## src/rtl/bit_4_adder_pkg.sv

```systemverilog
// Shared types and widths for the registered ripple-carry adder.
package bit_4_adder_pkg;

  localparam int ADD_W = 4;

  typedef logic [ADD_W-1:0] operand_t;

  typedef struct {
    operand_t sum;
    logic     c_out;
  } add_res_t;

endpackage : bit_4_adder_pkg

```

## src/rtl/bit_4_adder_full_adder.sv

```systemverilog
// Single-bit full adder: one link of the ripple-carry chain.
module full_adder (
  input  logic a,
  input  logic b,
  input  logic ci,
  output logic s,
  output logic co
);

  assign s  = a ^ b ^ ci;
  assign co = (a & b) | (ci & (a ^ b));

endmodule : full_adder

```

## src/rtl/bit_4_adder.sv

```systemverilog
// Registered ripple-carry adder: {c_out, sum} = a + b + c_in, 1-cycle latency.
// Optional feature: define BIT_4_ADDER_OVF_EN to add the registered signed
// overflow output ovf (carry into MSB XOR carry out of MSB).
module bit_4_adder
  import bit_4_adder_pkg::*;
#(
  parameter int WIDTH = ADD_W
) (
  input  logic             clk,
  input  logic             rst_n,
  input  logic             in_valid,
  input  logic [WIDTH-1:0] a,
  input  logic [WIDTH-1:0] b,
  input  logic             c_in,
  output logic             out_valid,
  output logic [WIDTH-1:0] sum,
  output logic             c_out
`ifdef BIT_4_ADDER_OVF_EN
  ,
  output logic             ovf
`endif
);

  logic [WIDTH-1:0] sum_c;
  logic             msb_ci;
  logic             msb_co;

  // Each stage owns its carry-in/carry-out so the chain has no shared vector
  // feeding back into itself.
  for (genvar i = 0; i < WIDTH; i++) begin : g_bit
    logic ci;
    logic co;

    if (i == 0) begin : g_first
      assign ci = c_in;
    end else begin : g_rest
      assign ci = g_bit[i-1].co;
    end

    full_adder u_fa (
      .a  (a[i]),
      .b  (b[i]),
      .ci (ci),
      .s  (sum_c[i]),
      .co (co)
    );
  end

  assign msb_ci = g_bit[WIDTH-1].ci;
  assign msb_co = g_bit[WIDTH-1].co;

  logic             out_valid_d, out_valid_q;
  logic [WIDTH-1:0] sum_d,       sum_q;
  logic             c_out_d,     c_out_q;
`ifdef BIT_4_ADDER_OVF_EN
  logic             ovf_d,       ovf_q;
`endif

  // Load a fresh result when in_valid, otherwise hold the last one; the hold
  // path also keeps unknown operands away from the outputs while idle.
  always_comb begin
    // NOTE: every output of this block gets a default first so no path leaves
    // it unassigned, which would infer a latch.
    out_valid_d = in_valid;
    sum_d       = sum_q;
    c_out_d     = c_out_q;
`ifdef BIT_4_ADDER_OVF_EN
    ovf_d       = ovf_q;
`endif
    if (in_valid) begin
      sum_d   = sum_c;
      c_out_d = msb_co;
`ifdef BIT_4_ADDER_OVF_EN
      ovf_d   = msb_ci ^ msb_co;
`endif
    end
  end

  // Output register stage; reset clears everything at once, discarding any
  // result that was about to be captured.
  always_ff @(posedge clk or negedge rst_n) begin
    if (!rst_n) begin
      out_valid_q <= 1'b0;
      sum_q       <= '0;
      c_out_q     <= 1'b0;
`ifdef BIT_4_ADDER_OVF_EN
      ovf_q       <= 1'b0;
`endif
    end else begin
      // NOTE: non-blocking assignments so every flop samples its pre-edge _d
      // value regardless of statement order.
      out_valid_q <= out_valid_d;
      sum_q       <= sum_d;
      c_out_q     <= c_out_d;
`ifdef BIT_4_ADDER_OVF_EN
      ovf_q       <= ovf_d;
`endif
    end
  end

  assign out_valid = out_valid_q;
  assign sum       = sum_q;
  assign c_out     = c_out_q;
`ifdef BIT_4_ADDER_OVF_EN
  assign ovf       = ovf_q;
`else
  // Carry into the MSB only matters for overflow detection.
  logic unused_msb_ci;
  assign unused_msb_ci = msb_ci;
`endif

endmodule : bit_4_adder

```

## config.mk

```make
export PLATFORM = sky130hd
export DESIGN_NAME = bit_4_adder
export DESIGN_NICKNAME = d
export VERILOG_FILES = /design/src/rtl/bit_4_adder_pkg.sv /design/src/rtl/bit_4_adder_full_adder.sv /design/src/rtl/bit_4_adder.sv
export SDC_FILE = /design/constraint.sdc
export NUM_CORES = 1
export LEC_CHECK = 0
export BUFFER_PORTS_ARGS = -buffer_cell sky130_fd_sc_hd__clkbuf_2
export CELL_PAD_IN_SITES_DETAIL_PLACEMENT = 2
export CELL_PAD_IN_SITES_GLOBAL_PLACEMENT = 2
export CORE_AREA = 2 2 39 41
export CTS_CLUSTER_DIAMETER = 150
export DETAILED_ROUTE_END_ITERATION = 10
export DIE_AREA = 0 0 41 43
export GPL_TIMING_DRIVEN = 0
export PLACE_DENSITY = 0.67
export SETUP_SLACK_MARGIN = 0.5
export SLEW_MARGIN = 15
export SYNTH_ARGS = -nofsm -noshare
export SYNTH_HDL_FRONTEND = slang
export SYNTH_HIERARCHICAL = 1
export SYNTH_SLANG_ARGS = --single-unit
```

## constraint.sdc

```tcl
create_clock -name clk -period 1.3 [get_ports clk]
set_clock_uncertainty 0.2 [all_clocks]
set_input_delay 0.195 -clock clk [delete_from_list [all_inputs] [get_ports clk]]
set_output_delay 0.195 -clock clk [all_outputs]
set_load 0.005 [all_outputs]
```

Yosys cells after proc, flatten, opt, wreduce, memory -nomap -nowiden
Index checks and enable logic that the tools add are counted.
{"block": "word_totals", "register_bits": 6, "out_inout_bits": 6}
{"block": "op_classes", "n_bitwise": 20}
{"op": "AND 1 bit", "n": 8}
{"op": "bitwise XOR 1 bit", "n": 8}
{"op": "OR 1 bit", "n": 4}

Logic depth before layout (Yosys ltp)
{"block": "logic_depth", "word_depth": 9, "mapped_depth": 5, "mapped_depth_nobuf": 5}

Cells and area by module
The synthesis kept the hierarchy.
{"module": "bit_4_adder", "area_each_um2": 206.4, "cells_per_inst": 11, "n_inst": 1}
{"module": "full_adder", "area_each_um2": 20.0, "cells_per_inst": 1, "n_inst": 4}

Worst setup path before layout
No wires, ideal clock.
{"block": "synth_path", "kind": "input port to flip-flop", "start": "in a[0]", "end": "reg sum_q[3] (netlist: sum[3])", "slack_ps": -1072, "path_buffers": 0, "arrival_ps": 2047, "setup_time_ps": 125, "required_ps": 975, "stages": 5, "cell_sequence": "fa_1 fa_1 fa_1 fa_1 mux2_2"}
{"block": "synth_via", "elab_chain_len": 8, "word_cells_on_any_way": 9}
{"element": "start: declaration", "line": "bit_4_adder.sv:12", "text": "input logic [WIDTH-1:0] a,"}
{"element": "bitwise XOR 1 bit", "line": "bit_4_adder_full_adder.sv:11", "text": "assign co = (a & b) | (ci & (a ^ b));"}
{"element": "AND 1 bit", "line": "bit_4_adder_full_adder.sv:11"}
{"element": "OR 1 bit (*)", "line": "bit_4_adder_full_adder.sv:11"}
{"element": "AND 1 bit (*)", "line": "bit_4_adder_full_adder.sv:11"}
{"element": "OR 1 bit (*)", "line": "bit_4_adder_full_adder.sv:11"}
{"element": "named net g_bit[1].co", "line": "bit_4_adder.sv:32", "text": "logic co;"}
{"element": "AND 1 bit (*)", "line": "bit_4_adder_full_adder.sv:11"}
{"element": "OR 1 bit (*)", "line": "bit_4_adder_full_adder.sv:11"}
{"element": "named net g_bit[2].co", "line": "bit_4_adder.sv:32"}
{"element": "bitwise XOR 1 bit (*)", "line": "bit_4_adder_full_adder.sv:10", "text": "assign s = a ^ b ^ ci;"}
{"element": "named net sum_c[3]", "line": "bit_4_adder.sv:24", "text": "logic [WIDTH-1:0] sum_c;"}
{"element": "end signal: assignment", "line": "bit_4_adder.sv:93", "text": "sum_q <= sum_d;"}
{"element": "end: declaration", "line": "bit_4_adder.sv:53", "text": "logic [WIDTH-1:0] sum_d, sum_q;"}
The timed path passes the listed nets; every way through them passes the cells marked *.
A chain may end at the register's enable or synchronous reset.

Worst setup path after layout
{"block": "layout_path", "start": "in a[0]", "end": "reg sum_q[3] (netlist: sum[3])"}
{"block": "layout_via", "elab_chain_len": 8, "word_cells_on_any_way": 9}
{"element": "bitwise XOR 1 bit", "line": "bit_4_adder_full_adder.sv:11"}
{"element": "AND 1 bit", "line": "bit_4_adder_full_adder.sv:11"}
{"element": "OR 1 bit (*)", "line": "bit_4_adder_full_adder.sv:11"}
{"element": "named net g_bit[0].co", "line": "bit_4_adder.sv:32"}
{"element": "AND 1 bit (*)", "line": "bit_4_adder_full_adder.sv:11"}
{"element": "OR 1 bit (*)", "line": "bit_4_adder_full_adder.sv:11"}
{"element": "named net g_bit[1].co", "line": "bit_4_adder.sv:32"}
{"element": "AND 1 bit (*)", "line": "bit_4_adder_full_adder.sv:11"}
{"element": "OR 1 bit (*)", "line": "bit_4_adder_full_adder.sv:11"}
{"element": "named net g_bit[2].co", "line": "bit_4_adder.sv:32"}
{"element": "bitwise XOR 1 bit (*)", "line": "bit_4_adder_full_adder.sv:10"}
{"element": "named net sum_c[3]", "line": "bit_4_adder.sv:24"}
Marks and branches as above.

==> results.ini <==
[clocking]
cts.root.buffer_cell = clkbuf_4
clk_path_buf_depth = 2
clk_pin_slew_worst_paths_ns = 0.04
htreeDepth = 1
cts_tree = built
clk_latency_ns = 0.24
cts_buffers = 3
cts_sinks = 6

[critical_path]
path_buf_inv = 1
cpLargestDelayFamily = adder cells
cp_common_cell = fa_2
cpMaxStageDelayCell = fa_2
path_max_fanout = 1
slowest_delay_ns = 0.40
critPathCaptureType = flop
worstPathRequired_ns = 1.22
cp.arrival_ns = 2.04
cp_cell_sequence = buf_6, fa_2, fa_2, fa_2, fa_2, mux2_4
setup.worst_path.start_class = primary input
path_class = primary input to flop
r2r_slack_ns = 0.22

[final_layout]
final_common_cell = clkbuf_2
mostFrequentLayoutCells = 13 x clkbuf_2, 6 x dfrtp_1, 5 x mux2_4
layout-drive-gt1-share = 0.8158
stdcell_count = 54
nNetsFinal = 56
fillers = 152
diodes = 0
stdcell_area_um2 = 478.0
postLayoutCoreUtil = 0.3454
synthToLayoutAreaGrowth_pct = 66.81

[logic_synthesis]
yosys_warnings = 6
synthCells = 15
yosys.area.top_type = dfrtp_1
yosysSeqAreaShare = 0.5240
avgSynthCellArea_um2 = 19.10
synth_top_cell_area_share = 0.5240
synth.top_cells.by_area = dfrtp_1 52%, fa_1 28%, mux2_2 20%
synth_fp_nets = 31
ys_seq_elements = 6
syn_area_um2 = 286.5
synth_cell_type_count = 3

[route]
ant_nets = 0
post_drt_wl_per_cell_um = 13.96
drt-total-wl_um = 754
drt_iter0_markers = 2
via_count = 222
firstDrtPassIters = 3
avgViaCountPerCell = 4.111
drc_errors = 0

[placed_design]
dpl.cell_count = 48
place_area_um2 = 401.6
port_buffers = 17
gp_congestion = 0.5986

[floorplan]
die_area_mm2 = 0.001763
start_util = 0.2071
ios = 18
core_mm2 = 0.001384
chipWidth_um = 41
rows = 14
die_height_um = 43

[global_route]
grt_pass1_vias = 275
grt_max_degree = 7
grt-ovfl-total = 0
grt_pass1_wl_um = 1214
antenna_found_initial = 0
grt_usage = 0.1117

[job]
max-cap-violations = 0

[timing]
fin_ws_ns = -0.8207
slew_viol_final = 0
fin_crit_ns = 2.121
fmax_ghz = 0.4716
finalCritPeriodShare = 1.631
worst_slew_pin_slew_ns = 0.2020
rsz0062_at_grt = yes
finalSetupViolCount = 4
hold_violations = 0
worst_slew_margin_rel = 0.8653

[power_and_ir_drop]
comb_power_share = 0.305
clkPwrFrac = 0.286
power_density_mw_per_mm2 = 1232
p_sw_frac = 0.2467
p_seq_frac = 0.409
intPower_mw = 0.4435
p_leak_nw = 0.2379
power_mw = 0.5887
peakVddDrop_mv = 0.3275
p_sw_mw = 0.1452

[run_status]
violations = negative setup slack
status = finished with violations

[worst_hold_path]
hp-class = primary input to flop

[sequential cells by signal, summed over array words and instances, names as in the netlist]
register / count
sum: 4
out_valid: 1
c_out: 1
[logic make-up after synthesis]
kind of cell	synth area share
adders and majority gates	0.2795
DFF	0.5240
muxes	0.1965
[cell type report]
class                           count  area, um2  share of cell area
Tap cell                           16      20.02             0.04188
Sequential cell                     6      150.1              0.3141
Timing Repair Buffer               20      120.1              0.2513
Clock buffer                        3      22.52             0.04712
Multi-Input combinational cell      9      165.2              0.3455
[final timing paths]
kind,to,cells past startpoint,startpoint
min reg2reg,sum[2],1,sum[2]
min in group asynchronous,sum[2],2,rst_n
max in group asynchronous,c_out,2,rst_n
max reg2reg,sum[1],2,sum[1]
max,sum[3],6,a[0]
min,out_valid,1,in_valid
[power groups by stage]
stage	combinational [mW]	sequential (mW)	clock, mW
6_report	0.179	0.241	0.169
2_1_floorplan	0.0485	0.244	0
3_3_place_gp	0.122	0.239	0
3_5_place_dp	0.129	0.241	0
5_1_grt	0.203	0.245	0.191
4_1_cts	0.148	0.240	0.177
[layer usage]
metal	global-route usage	routed length (um)
met1	0.1300	292
met2	0.1563	356
met3	0.04712	100
met4	0.08000	6
met5	0	0
[timing repair]
item | 4_1_cts | 5_1_grt
hold buffers | 1 | 0
endpoints found under the hold margin | 7 | 0
buffers inserted | 0 | 2
resized for setup | 3 | 7
pin swaps | 1 | 0
setup endpoints to repair | 11 | 11
[synth_stat cells]
library cell,number
dfrtp_1,6
mux2_2,5
fa_1,4
[worst register-to-register path: cells and delay by family, from the launching register on]
kind                   cells  cell delay [ns]
buffers and inverters      1             0.13
multiplexers               1             0.26
flip-flops                 1             0.37
[metrics by stage]
stage	hold WS, ns	TNS, ns	setup WS [ns]
6_report	0.008474	-2.165	-0.8207
5_1_grt	0.01405	-2.268	-0.8585
4_1_cts	-0.008106	-2.225	-0.8380
3_5_place_dp	-0.1636	-3.430	-1.127
3_3_place_gp	-0.1745	-3.286	-1.094
2_1_floorplan	-0.3006	-2.693	-0.9457
Power figures use the tool's default switching activity.
